$ cat src/rtl/seq_restoring_divider_if.sv
// Start/busy/done handshake bundle between a controlling FSM and the restoring divider.
// The controller drives operands and start; the divider returns status and registered results.
interface seq_restoring_divider_if #(
    parameter int WIDTH = 8
);
    logic             start;
    logic [WIDTH-1:0] dividend;
    logic [WIDTH-1:0] divisor;
    logic             busy;
    logic             done;
    logic [WIDTH-1:0] quotient;
    logic [WIDTH-1:0] remainder;
    logic             div_by_zero;

    modport master (
        output start, dividend, divisor,
        input  busy, done, quotient, remainder, div_by_zero
    );

    modport slave (
        input  start, dividend, divisor,
        output busy, done, quotient, remainder, div_by_zero
    );
endinterface

$ cat src/rtl/seq_restoring_divider.sv
// Iterative unsigned restoring divider: one shift/trial-subtract/restore row per clock,
// WIDTH rows per operation, with registered results and a divide-by-zero shortcut.
module seq_restoring_divider #(
    parameter int WIDTH = 8
) (
    input  logic                  clk,
    input  logic                  reset,
    seq_restoring_divider_if.slave bus
);
    localparam int CW = $clog2(WIDTH + 1);
    localparam logic [CW-1:0] LAST = CW'(WIDTH - 1);

    typedef enum logic [1:0] {IDLE, RUN, DONE} state_t;

    state_t           state;
    logic [WIDTH:0]   p;
    logic [WIDTH-1:0] q;
    logic [WIDTH-1:0] dvsr;
    logic [CW-1:0]    count;
    logic             dbz;

    logic [WIDTH:0]   shifted;
    logic [WIDTH:0]   trial;

    // P is kept below the divisor, so its top bit never carries information out of the shift.
    always_comb begin
        shifted = {p[WIDTH-1:0], q[WIDTH-1]};
        trial   = shifted - {1'b0, dvsr};
    end

    always_ff @(posedge clk) begin
        if (reset) begin
            state           <= IDLE;
            p               <= '0;
            q               <= '0;
            dvsr            <= '0;
            count           <= '0;
            dbz             <= 1'b0;
            bus.busy        <= 1'b0;
            bus.done        <= 1'b0;
            bus.quotient    <= '0;
            bus.remainder   <= '0;
            bus.div_by_zero <= 1'b0;
        end else begin
            bus.done <= 1'b0;
            case (state)
                IDLE, DONE: begin
                    // Results publish in DONE even when a new request is captured on the same edge.
                    if (state == DONE) begin
                        bus.done        <= 1'b1;
                        bus.quotient    <= dbz ? '1 : q;
                        bus.remainder   <= dbz ? q : p[WIDTH-1:0];
                        bus.div_by_zero <= dbz;
                    end
                    if (bus.start) begin
                        dvsr  <= bus.divisor;
                        q     <= bus.dividend;
                        p     <= '0;
                        count <= '0;
                        dbz   <= (bus.divisor == '0);
                        if (state == IDLE) begin
                            bus.div_by_zero <= 1'b0;
                        end
                        if (bus.divisor == '0) begin
                            state <= DONE;
                        end else begin
                            state    <= RUN;
                            bus.busy <= 1'b1;
                        end
                    end else begin
                        state <= IDLE;
                    end
                end
                RUN: begin
                    if (!trial[WIDTH]) begin
                        p <= trial;
                        q <= {q[WIDTH-2:0], 1'b1};
                    end else begin
                        p <= shifted;
                        q <= {q[WIDTH-2:0], 1'b0};
                    end
                    count <= count + 1'b1;
                    if (count == LAST) begin
                        state    <= DONE;
                        bus.busy <= 1'b0;
                    end
                end
                default: begin
                    state    <= IDLE;
                    bus.busy <= 1'b0;
                end
            endcase
        end
    end
endmodule

$ cat src/flat_wrapper.sv
// flat-port wrapper written by rule: the top's interface ports become plain ports
module seq_restoring_divider_flat 
#(
    parameter int WIDTH = 8
)
  (clk, reset, bus_start, bus_dividend, bus_divisor, bus_busy, bus_done, bus_quotient, bus_remainder, bus_div_by_zero);
  seq_restoring_divider_if #(.WIDTH(WIDTH)) bus_i ();
  input  logic clk;
  input  logic reset;
  input wire logic [$bits(bus_i.start)-1:0] bus_start;
  input wire logic [$bits(bus_i.dividend)-1:0] bus_dividend;
  input wire logic [$bits(bus_i.divisor)-1:0] bus_divisor;
  output wire logic [$bits(bus_i.busy)-1:0] bus_busy;
  output wire logic [$bits(bus_i.done)-1:0] bus_done;
  output wire logic [$bits(bus_i.quotient)-1:0] bus_quotient;
  output wire logic [$bits(bus_i.remainder)-1:0] bus_remainder;
  output wire logic [$bits(bus_i.div_by_zero)-1:0] bus_div_by_zero;
  assign bus_i.start = bus_start;
  assign bus_i.dividend = bus_dividend;
  assign bus_i.divisor = bus_divisor;
  assign bus_busy = bus_i.busy;
  assign bus_done = bus_i.done;
  assign bus_quotient = bus_i.quotient;
  assign bus_remainder = bus_i.remainder;
  assign bus_div_by_zero = bus_i.div_by_zero;
  seq_restoring_divider #(.WIDTH(WIDTH)) u_core (.clk(clk), .reset(reset), .bus(bus_i));
endmodule
$ cat config.mk
export PLATFORM = sky130hd
export DESIGN_NAME = seq_restoring_divider_flat
export DESIGN_NICKNAME = d
export VERILOG_FILES = /design/src/rtl/seq_restoring_divider_if.sv /design/src/rtl/seq_restoring_divider.sv /design/src/flat_wrapper.sv
export SDC_FILE = /design/constraint.sdc
export NUM_CORES = 1
export LEC_CHECK = 0
export CORE_MARGIN = 2
export CORE_UTILIZATION = 55
export CTS_BUF_LIST = sky130_fd_sc_hd__clkbuf_8
export CTS_CLUSTER_DIAMETER = 100
export DETAILED_ROUTE_END_ITERATION = 10
export GPL_TIMING_DRIVEN = 1
export PLACE_DENSITY = 0.87
export SLEW_MARGIN = 5
export SYNTH_ARGS = -nofsm -noshare
export SYNTH_HDL_FRONTEND = slang
export SYNTH_SLANG_ARGS = --single-unit
$ cat constraint.sdc
create_clock -name clk -period 3.01 [get_ports clk]
set_input_delay 0.4515 -clock clk [delete_from_list [all_inputs] [get_ports clk]]
set_output_delay 0.4515 -clock clk [all_outputs]
set_load 0.02 [all_outputs]
==> run summary <==
The maximum count of clock buffers along a single path is 2. The number of non-filler instances in the completed layout came out at 364. The peak fanout along the critical path is 8. The final layout contains 342 nets.

The worst setup path is captured at a register. The xor/xnor share of the synthesized area came out at 0.0184. The wire length of the first global-routing pass came out at 8900 um. The total of max-cap violations is 0. The number of instances in the placed design is 356. The vertical die dimension came out at 69.9 um. The die covers 4880 um2. Summed over all cells, the static leakage comes to 1.07 nW.

The hold violation count in the final report is 0. The share of synthesized cell area in full adder, half adder and majority cells is 0.0556. Sorting the synthesized cells by area gives the leading types as dfxtp_1 42%, mux2i_1 6.3%, nor2_1 5.8%. The post-detailed-route wirelength per cell came out at 14.5 um. The peak clock frequency supported by timing came out at 406 MHz. In this run, post-CTS hold repair placed 0 buffers.

The sum of internal, switching and leakage power came out at 0.00165 W. The most used flip-flop cell after synthesis is dfxtp_1. The number of buffers inserted during clock tree synthesis is 5. In this run the core area contains 23 standard-cell rows.

For this block, the initial DRC count from the detailed router was 115. The buffers inserted during post-CTS setup optimization is 0. The post-detailed-route count of antenna-violating nets came out at 0.

The clock sink count came out at 50. The final cell area excluding filler cells came out at 2890 um2. TritonCTS built the clock tree. The post-synthesis compound-gate area fraction came out at 0.206. The total DRC errors in the routed layout came out at 0. The multiplexer fraction of the synthesized cell area is 0.0750. The synthesized area is 2380 um2. The number of setup violations in the final report came out at 0.

The die width came out at 69.9 um. The final number of max-transition violations came out at 0. Setup repair after global routing left no endpoint under its margin.

Input and output buffers added on the ports amount to 37. The number of vias per cell came out at 5.67. Data on the critical path arrives at its endpoint at 2.70 ns. Synthesis produced 281 cells. The synthesized design contains 0 enable-type register cells. For the pin with the worst max-slew slack, the measured transition is 0.992 ns. Measured in cells, the most critical reg-to-reg path has a length of 10. The maximum number of pins on one net before global-route repair came out at 44. Wires add up to 5260 um.

In the global route stage, overall resource usage came out at 0.226. Once placement finished, the instance area stood at 2780 um2. The worst setup path is launched from a register.

The path category of the worst min-delay check is register to register. The number of nets produced by synthesis came out at 310. The simple logic cell fraction of the synthesized area came out at 0.173.

The repair_antennas step left the layout with diodes totalling 0. The number of library cell types mapped by synthesis came out at 42. The final-layout setup total negative slack is 0 ns. The fraction of synthesis flops using an asynchronous set or reset pin is 0. The fill cell instance count of the final layout is 342. The clock insertion delay at the later pin of the skew report came out at 0.30 ns. The largest clock skew in the final design came out at 0.00808 ns. The flow ran to the end, and the final reports show no timing, DRC or antenna violations. The worst IR drop on VDD came out at 0.286 mV.

The initial utilization of the core area, before any placement, comes to 0.584. After synthesis, the largest family of logic cells by area is compound AO/OA/AOI/OAI gates. The total via count after detailed routing came out at 2064. The critical path is of the register to register type. The fraction of the yosys area taken by sequential cells is 0.420.

The share of the clock period used by the worst path after layout is 0.819. The final period demand of the worst path came out at 2.46 ns. For the worst setup path, the data required time is 3.24 ns. The initial antenna violation count is 0.

The post-cts gate resize count is 0. The average size of a mapped cell is 8.49 um2. The layout cell share with drive strength beyond 1 is 0.0605. The first TritonRoute pass finished after 4 iterations. The relative slew slack is 0.333. After synthesis the netlist holds a flip-flop and latch count of 50. The share of the synthesized area in the top cell type is 0.420.

The power density over the cells is 572 nW/um2. Summed over all layers, the global routing overflow is 0. The growth of design area from synthesis to finish is 21.1%.

The largest area contributor in the netlist is dfxtp_1. The H-tree generated during clock tree synthesis spans 2 levels. Clock-pin slew was measured on the worst setup and hold paths at 0.09 ns. The synthesis warning total is 0. The post-DP HPWL came out at 3930 um.

Routability-driven placement finished with a final weighted congestion of 0.877. The top-level port count came out at 38. The via count of the first global-routing pass was 1950. The count of cells along the worst hold path is 2. The core region is 4090 um2. In this run the clock root is driven by a clkbuf_8.
## power by group
| part | total (W) | leakage (nW) | switching [W] | internal [W] |
|---|---|---|---|---|
| Combinational | 0.000449 | 0.601 | 0.000236 | 0.000213 |
| Clock | 0.000455 | 0.0607 | 0.000213 | 0.000242 |
| Sequential | 0.000749 | 0.408 | 0.0000448 | 0.000704 |
| Total | 0.00165 | 1.07 | 0.000494 | 0.00116 |
## registers in the layout, summed over array words and instances (netlist names)
signal,cells
u_core.bus.quotient,8
u_core.bus.remainder,8
u_core.dvsr,8
u_core.p,8
u_core.q,8
u_core.count,4
u_core.state,2
u_core.bus.busy,1
u_core.bus.div_by_zero,1
u_core.bus.done,1
u_core.dbz,1
## worst paths after layout
kind,startpoint,endpoint,slack [ns]
setup / recovery,u_core.q[7],u_core.p[0],0.55
hold reg to reg,u_core.dvsr[7],u_core.dvsr[7],0.46
setup reg to reg,u_core.q[7],u_core.p[0],0.55
hold / removal,u_core.dvsr[7],u_core.dvsr[7],0.46
## layer usage
metal | track usage | up-vias | share of wire
li1 | - | 1049 | -
met4 | 0.0534 | 0 | 0.012
met2 | 0.400 | 52 | 0.51
met5 | 0 | - | 0
met3 | 0.0505 | 6 | 0.045
met1 | 0.280 | 957 | 0.44
## placed cells by master, fill, tap and decap left out, types with 3 or more instances in the layout
cell	count
mux2i_1	15
dfxtp_1	50
xnor2_1	3
ha_1	9
nand2_1	32
a22oi_1	10
o21ai_0	5
buf_4	5
inv_1	15
nor2_1	37
clkdlybuf4s50_1	37
nand2b_1	3
o21ai_1	8
clkbuf_8	5
a211oi_1	17
a21oi_1	25
nor3_1	3
nor2b_1	3
nand3_1	3
## synth_stat cells (2+ instances only)
| library cell | n |
|---|---|
| o21ai_0 | 5 |
| inv_1 | 13 |
| nor3_1 | 3 |
| clkbuf_1 | 14 |
| o21ai_1 | 8 |
| a21oi_1 | 25 |
| nor2b_1 | 4 |
| xnor2_1 | 3 |
| mux2i_1 | 15 |
| nand2_1 | 32 |
| or4_1 | 2 |
| ha_1 | 9 |
| nand3_1 | 3 |
| dfxtp_1 | 50 |
| o21a_1 | 2 |
| a21o_1 | 2 |
| nand2b_1 | 3 |
| nor2_1 | 37 |
| a22oi_1 | 10 |
| a211oi_1 | 17 |
| o21bai_1 | 2 |
| xor2_1 | 2 |
## layout make-up
class / count / area, um2 / share of cell area
Clock buffer: 5 / 68.8 / 0.0238
Inverter: 13 / 48.8 / 0.0169
Sequential cell: 50 / 1000 / 0.346
Clock inverter: 3 / 37.5 / 0.0130
Multi-Input combinational cell: 201 / 1260 / 0.437
Tap cell: 50 / 62.6 / 0.0217
Timing Repair Buffer: 42 / 408 / 0.141
## metrics by stage
step                      hold WS [ns]   util  worst slack, ns
after detailed placement         0.447  0.681            0.572
after global routing             0.481  0.707            0.400
after floorplan                  0.436      -            0.788
final                            0.457  0.707            0.545
after CTS                        0.459  0.707            0.550
after global placement           0.444  0.681            0.702
## cell families (layout without fill, tap and decap cells)
group,Yosys count,in the layout
AO/OA/AOI/OAI,77,77
XOR/XNOR,5,5
adder cells (fa/ha/maj),10,10
buffers and inverters,30,63
flip-flops,50,50
multiplexers,17,17
AND/OR/NAND/NOR,92,92
## critical path: stages, from the launching register on
cell and delay, ns:
dfxtp_1 0.35, inv_1 0.09, ha_1 0.14, inv_1 0.06
fa_1 0.43, a211oi_2 0.31, nor3_2 0.09, mux2i_2 0.18
nor2_4 0.30, mux2_4 0.33, o21ai_1 0.13
No activity file was read; power rests on OpenSTA's default activity.
